### src/rtl/fetch_pc_unit.sv
// Program counter and instruction-fetch sequencer: one outstanding imem request,
// valid/ready to decode, branch-offset redirect. `FETCH_PREFETCH_EN adds a one-entry prefetch buffer.
module fetch_pc_unit #(
  parameter logic [31:0] RESET_PC = 32'h0000_0000
) (
  input  logic        iCLK,
  input  logic        iRST_N,
  output logic        oIMEM_REQ,
  output logic [31:0] oIMEM_ADDR,
  input  logic        iIMEM_GNT,
  input  logic        iIMEM_RVALID,
  input  logic [31:0] iIMEM_RDATA,
  output logic [31:0] oIR,
  output logic [31:0] oPC,
  output logic        oIR_VALID,
  input  logic        iIR_READY,
  input  logic        iBR_VALID,
  input  logic [31:0] iPCBR,
  output logic        oFAULT
);
  localparam logic [2:0] S_IDLE  = 3'd0;
  localparam logic [2:0] S_REQ   = 3'd1;
  localparam logic [2:0] S_WAIT  = 3'd2;
  localparam logic [2:0] S_HOLD  = 3'd3;
  localparam logic [2:0] S_FAULT = 3'd4;

  logic [2:0]  r_state;
  logic        r_req;
  logic [31:0] r_addr;
  logic [31:0] r_ir;
  logic [31:0] r_pc;
  logic        r_vld;
  logic        r_fault;

  logic        w_consume;
  logic        w_taken;
  logic [31:0] w_next;
  logic        w_misal;

  // oIR_VALID is only ever set while in HOLD, so this is the consume strobe.
  assign w_consume = r_vld & iIR_READY;
  assign w_taken   = iBR_VALID && (iPCBR != 32'h0);
  assign w_next    = r_pc + (w_taken ? iPCBR : 32'd4);
  assign w_misal   = |w_next[1:0];

`ifdef FETCH_PREFETCH_EN
  logic        r_pfw;       // prefetch granted, response not yet back
  logic        r_buf_vld;
  logic [31:0] r_buf_ir;
  logic [31:0] r_buf_pc;
  logic        r_drop;      // discard the next response (stale prefetch)
  logic        w_pend;
  // A request that will still be outstanding after this edge.
  assign w_pend = (r_pfw && !iIMEM_RVALID) || (r_req && iIMEM_GNT);
`endif

  always_ff @(posedge iCLK or negedge iRST_N) begin
    if (!iRST_N) begin
      r_state   <= S_IDLE;
      r_req     <= 1'b0;
      r_addr    <= RESET_PC;
      r_ir      <= 32'h0;
      r_pc      <= RESET_PC;
      r_vld     <= 1'b0;
      r_fault   <= 1'b0;
`ifdef FETCH_PREFETCH_EN
      r_pfw     <= 1'b0;
      r_buf_vld <= 1'b0;
      r_buf_ir  <= 32'h0;
      r_buf_pc  <= 32'h0;
      r_drop    <= 1'b0;
`endif
    end else begin
      case (r_state)
        S_IDLE: begin
          r_state <= S_REQ;
          r_req   <= 1'b1;
        end
        S_REQ: begin
`ifdef FETCH_PREFETCH_EN
          if (r_drop) begin
            if (iIMEM_RVALID) begin
              r_drop <= 1'b0;
              r_req  <= 1'b1;
            end
          end else
`endif
          if (r_req && iIMEM_GNT) begin
            r_req   <= 1'b0;
            r_state <= S_WAIT;
          end
        end
        S_WAIT: begin
          if (iIMEM_RVALID) begin
            r_ir    <= iIMEM_RDATA;
            r_pc    <= r_addr;
            r_vld   <= 1'b1;
            r_state <= S_HOLD;
          end
        end
        S_HOLD: begin
          if (w_consume) begin
            if (w_misal) begin
              r_state <= S_FAULT;
              r_fault <= 1'b1;
              r_vld   <= 1'b0;
              r_req   <= 1'b0;
`ifdef FETCH_PREFETCH_EN
              r_pfw     <= 1'b0;
              r_buf_vld <= 1'b0;
              r_drop    <= 1'b0;
`endif
            end else begin
`ifdef FETCH_PREFETCH_EN
              r_buf_vld <= 1'b0;
              r_pfw     <= 1'b0;
              if (w_taken) begin
                r_vld   <= 1'b0;
                r_addr  <= w_next;
                r_state <= S_REQ;
                r_drop  <= w_pend;
                r_req   <= !w_pend;
              end else if (r_buf_vld) begin
                r_ir <= r_buf_ir;
                r_pc <= r_buf_pc;
              end else if (r_pfw && iIMEM_RVALID) begin
                r_ir <= iIMEM_RDATA;
                r_pc <= r_addr;
              end else if (w_pend) begin
                r_vld   <= 1'b0;
                r_req   <= 1'b0;
                r_state <= S_WAIT;
              end else begin
                // covers an ungranted prefetch too: its address already equals w_next
                r_vld   <= 1'b0;
                r_req   <= 1'b1;
                r_addr  <= w_next;
                r_state <= S_REQ;
              end
`else
              r_vld   <= 1'b0;
              r_req   <= 1'b1;
              r_addr  <= w_next;
              r_state <= S_REQ;
`endif
            end
          end
`ifdef FETCH_PREFETCH_EN
          else if (r_req && iIMEM_GNT) begin
            r_req <= 1'b0;
            r_pfw <= 1'b1;
          end else if (r_pfw && iIMEM_RVALID) begin
            r_pfw     <= 1'b0;
            r_buf_vld <= 1'b1;
            r_buf_ir  <= iIMEM_RDATA;
            r_buf_pc  <= r_addr;
          end else if (!r_req && !r_pfw && !r_buf_vld) begin
            r_req  <= 1'b1;
            r_addr <= r_pc + 32'd4;
          end
`endif
        end
        default: ;
      endcase
    end
  end

  assign oIMEM_REQ  = r_req;
  assign oIMEM_ADDR = r_addr;
  assign oIR        = r_ir;
  assign oPC        = r_pc;
  assign oIR_VALID  = r_vld;
  assign oFAULT     = r_fault;
endmodule

### config.mk
export PLATFORM = sky130hd
export DESIGN_NAME = fetch_pc_unit
export DESIGN_NICKNAME = d
export VERILOG_FILES = /design/src/rtl/fetch_pc_unit.sv
export SDC_FILE = /design/constraint.sdc
export NUM_CORES = 1
export LEC_CHECK = 0
export BUFFER_PORTS_ARGS = -buffer_cell sky130_fd_sc_hd__buf_2
export CAP_MARGIN = 25
export CORE_MARGIN = 5
export CORE_UTILIZATION = 52
export DETAILED_ROUTE_END_ITERATION = 8
export PLACE_DENSITY = 0.8
export RECOVER_POWER = 100
export SKIP_CTS_REPAIR_TIMING = 1
export SYNTH_ARGS = -nofsm -noshare
export SYNTH_HDL_FRONTEND = slang
export SYNTH_SLANG_ARGS = --single-unit
### constraint.sdc
create_clock -name iCLK -period 3.5 [get_ports iCLK]
set_input_delay 0.35 -clock iCLK [delete_from_list [all_inputs] [get_ports iCLK]]
set_output_delay 0.35 -clock iCLK [all_outputs]
set_load 0.05 [all_outputs]
# Yosys cells after proc, flatten, opt, wreduce, memory -nomap -nowiden
# Cells that the tools add are included.
classes:
  n_mux: 13
  n_eq_ne: 6
  n_reduce_logical: 14
  addsub: 1
  n_bitwise: 2
op_table:
  columns: ["operator", "n"]
  rows:
  - ["$add A32 B32 Y32", 1]
  - ["$mux W32", 1]
  - ["$reduce_bool A32 Y1", 1]
  - ["$mux W3", 4]
  - ["$pmux W3 S4", 1]
  - ["$reduce_and A3 Y1", 4]
  - ["$eq A3 B2 Y1 const B", 2]
  - ["$ne A2 B2 Y1 const B", 3]
  - ["$mux W1", 5]
  - ["$reduce_and A4 Y1", 1]
  - ["$reduce_bool A4 Y1", 1]
  - ["$eq A3 B1 Y1 const B", 1]
  - ["$logic_not A3 Y1", 1]
  - ["$pmux W1 S3", 1]
  - ["$reduce_bool A3 Y1", 1]
  - ["$logic_and A1 B1 Y1", 2]
  - ["$pmux W1 S2", 1]
  - ["$reduce_and A2 Y1", 1]
  - ["$reduce_bool A2 Y1", 1]
  - ["$reduce_or A2 Y1", 1]
  - ["$and A1 B1 Y1", 1]
  - ["$not A1 Y1", 1]
word_totals:
  regBits: 102
  out_inout_bits: 99
  in_bits: 70

# Logic depth before layout (Yosys ltp)
logic_depth:
  ltp_word: 8
  depth_mapped: 16
  mapped_depth_nobuf: 15

# Least setup slack after synthesis
# Ideal clock, no wire load.
synth_timing:
  kind: "in2reg"
  startpoint: "input iPCBR[27]"
  endpoint: "register r_addr[28] (netlist: oIMEM_ADDR[28])"
  setup_slack_ns: -0.171
  path_buffers: 1
  setup_time_ns: 0.136
  t_required_ns: 3.364
  stages: 16
  arrival_time_ns: 3.535
  path_cell_list: "nor4_1 > nand4_1 > o21a_1 > clkbuf_1 > and2_1 > ha_1 > fa_1 > a211oi_1 > o211ai_1 > nand3_1 > o211ai_2 > a2111oi_0 > o21ai_1 > o21ai_1 > mux2i_1 > o211ai_1"
synth_via:
  elab_chain_len: 7
synth_lines:
  columns: ["element", "line", "text"]
  rows:
  - ["start: declaration", "18", "input logic [31:0] iPCBR,"]
  - ["$reduce_bool A32 Y1", "42", "assign w_taken = iBR_VALID && (iPCBR != 32'h0);"]
  - ["$logic_and A1 B1 Y1", "42", null]
  - ["$mux W32 *", "43", "assign w_next = r_pc + (w_taken ? iPCBR : 32'd4);"]
  - ["$add A32 B32 Y32 *", "43", null]
  - ["$reduce_or A2 Y1", "44", "assign w_misal = |w_next[1:0];"]
  - ["$not A1 Y1 (no line)", null, null]
  - ["$reduce_and A3 Y1 (no line)", null, null]
  - ["end signal: assignment", "143", "r_addr <= w_next;"]
  - ["end: declaration", "29", "logic [31:0] r_addr;"]
# Every way passes the cells marked *; elsewhere a longest branch is shown, timed or not.
# A chain may end at the register's enable or synchronous reset.

# Final worst setup path
layout_timing:
  startpoint: "input iPCBR[28]"
  endpoint: "register r_addr[26] (netlist: oIMEM_ADDR[26])"
layout_via:
  elab_chain_len: 7
layout_lines:
  columns: ["element", "line"]
  rows:
  - ["$reduce_bool A32 Y1 *", "42"]
  - ["$logic_and A1 B1 Y1 *", "42"]
  - ["$mux W32 *", "43"]
  - ["$add A32 B32 Y32 *", "43"]
  - ["$reduce_or A2 Y1", "44"]
  - ["$not A1 Y1 (no line)", null]
  - ["$reduce_and A3 Y1 (no line)", null]
# Marked as above.

==> flow_summary.json <==
{
  "status": "finished with violations",
  "violations": "capacitance limit, slew limit",
  "synthesis.nets": 645,
  "synth_top_cell_by_area": "dfrtp_1",
  "arrival_ns": 3.72,
  "core_area_um2": 10800,
  "path_class": "primary input to flip-flop",
  "worst_pin_slew_ns": 1.81,
  "dpl_worst_slack_ns": -0.417,
  "final_hold_viol_count": 0,
  "min_path_type": "primary input to flip-flop",
  "grtUsageMet3_pct": 3.95,
  "io_buffers": 168,
  "irDropWorstVdd_mv": 0.182,
  "htree_levels": 3,
  "drt_pass1_iterations": 5,
  "period_share_pct": 97.5,
  "start_util_pct": 53.1,
  "grt_start_max_net_pins": 85,
  "synth_top_area_share_pct": 44.3,
  "grt_antenna_before_repair": 0,
  "clk_path_buf_depth": 2,
  "synthArstFlopShare_pct": 100,
  "finalSetupViolCount": 0,
  "chipHeight_um": 115,
  "syn_inst": 543,
  "hpwl_mm": 12.2,
  "gr-usage-met1_pct": 30.4,
  "power_mw": 2.25,
  "fmax_mhz": 293,
  "cts_tree": "built",
  "max_stage_delay_ns": 0.42,
  "grt_overflow": 0,
  "clock_latency_ns": 0.38,
  "synth-edff-count": 0,
  "cp.required_ns": 3.81,
  "top_usage_layer": "met2",
  "initialDrtViolationCount": 240,
  "routabilityCongestion": 0.911,
  "use_met2_pct": 42.7,
  "grt_pass1_vias": 5332,
  "drt-wirelength-per-cell_um": 16.8,
  "timing.hold.ws_ns": 0.200,
  "crit_path_cell_trace": "buf_2 > nor4_1 > nand4_1 > o21a_1 > buf_4 > and2_1 > ha_1 > o21ai_1 > o211ai_1 > nand3_2 > o211ai_4 > buf_6 > a21oi_2 > a211oi_4 > a41oi_2 > xor2_1 > o21ai_1",
  "areaGrowthSynthToFinish_pct": 35.3,
  "cp_max_fo": 5,
  "finalInstanceArea_um2": 7790,
  "synth_seq_area_share_pct": 44.3,
  "critPathBufInv": 3,
  "insertedDiodeCount": 0,
  "vias_per_cell": 5.45,
  "clock_skew_ns": 0.0133,
  "path_delay_family": "compound AO/OA/AOI/OAI gates",
  "crit_slowest_cell": "nor4_1",
  "cts.reportedPaths.clkPinSlew_ns": 0.10,
  "path_common_cell": "o21ai_1",
  "grt_pass1_wl_mm": 25.7,
  "maxSlewViolCount": 75,
  "drive_above_1_share_pct": 39.0,
  "leakagePower_nw": 3.99,
  "cp-end-kind": "flip-flop",
  "crit_path_start_kind": "primary input",
  "groute.usage.overall_pct": 24.1,
  "ant_nets": 0,
  "p_per_area_nw_per_um2": 289,
  "setup-tns-final_ns": 0,
  "rsz0062_at_grt": "true",
  "max-cap-violations": 1,
  "nNetsFinal": 903,
  "die_w_um": 115,
  "clkSinkCount": 102,
  "slew_headroom_pct": -20.7,
  "synth_area_um2": 5760,
  "synth.avg_cell_area_um2": 10.6,
  "wl_mm": 15.9,
  "synth.most_common_cell": "dfrtp_1",
  "synth_ff_type": "dfrtp_1",
  "die_area_um2": 13300,
  "cts-root-buf": "clkbuf_8",
  "fin_ws_ns": 0.0885,
  "dr_total_vias": 5151,
  "fin_crit_ns": 3.41,
  "yosys_warnings": 0,
  "synth_area_leaders": "dfrtp_1, mux2_2, ha_1",
  "synth_commonest_cells": "dfrtp_1, mux2_2, nand2_1",
  "rows": 38,
  "pin_count": 169,
  "place_area_um2": 7460,
  "drc": 0,
  "cts_buffers": 9,
  "ys_types": 54,
  "ys_seq_elements": 102
}
[cells by family after synthesis]
group	Yosys count	synth area share [%]
AOI/OAI and AO/OA	134	15.6
xor gates and xnor gates	28	4.26
adders and majority gates	32	7.08
buffers and inverters	27	1.89
DFF	102	44.3
muxes	68	13.2
and+or+nand+nor	152	13.6
[metal layers]
layer	share of wire (%)	wire [um]
met2	51	8080
met3	6.1	972
met4	1.5	239
met5	0	0
met1	41	6570
[metrics by stage]
stage | cells | utilization [%]
after floorplan | 543 | -
after detailed placement | 925 | 68.8
final | 946 | 71.8
after global placement | 925 | 68.8
after CTS | 941 | 71.0
after global routing | 946 | 71.8
[placed cells by master, fill, tap and decap left out, types with 4 or more instances in the layout]
master    synthesis  routed
a21oi_1          27      26
nand4_1           5       5
nor4_1            9       6
o21a_1            8       8
a211oi_2          2       4
xor2_1           15      15
and2_1           34      34
nand2b_1          4       4
clkbuf_8          0      10
a21o_1           14      14
buf_4             0      95
xnor2_1          13      13
inv_1             4       4
mux2_2           65      65
buf_2             6      91
ha_1             31      26
o21ai_0          33      28
clkbuf_1         17      77
nand3_1           5       4
nor2_1           21      19
nor3b_1           5       5
dfrtp_1         102     102
and3_1            5       5
a21oi_2           3       4
nand2_1          49      48
nor2b_1           5       5
o21ai_1          12      15
[report_power, final]
part / switching (mW) / internal [mW]
combinational: 0.109 / 0.0989
clock: 0.432 / 0.436
sequential: 0 / 1.18
[worst paths after layout]
check                                   startpoint                          to  cells past startpoint  slack (ns)
min in group asynchronous                   iRST_N          oIR[4]$_DFFE_PN0P_                      2        0.46
worst max-delay path                     iPCBR[28]  oIMEM_ADDR[26]$_DFFE_PN0P_                     17        0.09
worst min-delay path               iIMEM_RDATA[31]         oIR[31]$_DFFE_PN0P_                      2        0.20
worst min register to register  oFAULT$_DFFE_PN0P_          oFAULT$_DFFE_PN0P_                      1        0.48
worst max register to register  oPC[0]$_DFFE_PN0P_  oIMEM_ADDR[28]$_DFFE_PN0P_                     11        0.81
max in group asynchronous                   iRST_N   oIMEM_ADDR[6]$_DFFE_PN0P_                      4        0.67
[flip-flops by register name, indices dropped and copies added (netlist names)]
| name | cells |
|---|---|
| oIMEM_ADDR | 32 |
| oIR | 32 |
| oPC | 32 |
| r_state | 3 |
| oFAULT | 1 |
| oIMEM_REQ | 1 |
| oIR_VALID | 1 |
[final cells by class]
| type | instances | area [um2] |
|---|---|---|
| well taps | 140 | 175 |
| flip-flops and latches | 102 | 2550 |
| multi-input cells | 414 | 3270 |
| clock buffers | 10 | 138 |
| inverters | 4 | 15.0 |
| clock inverters | 6 | 100 |
| fillers | 816 | 3050 |
| repair buffers | 270 | 1540 |
Power figures use the tool's default switching activity.
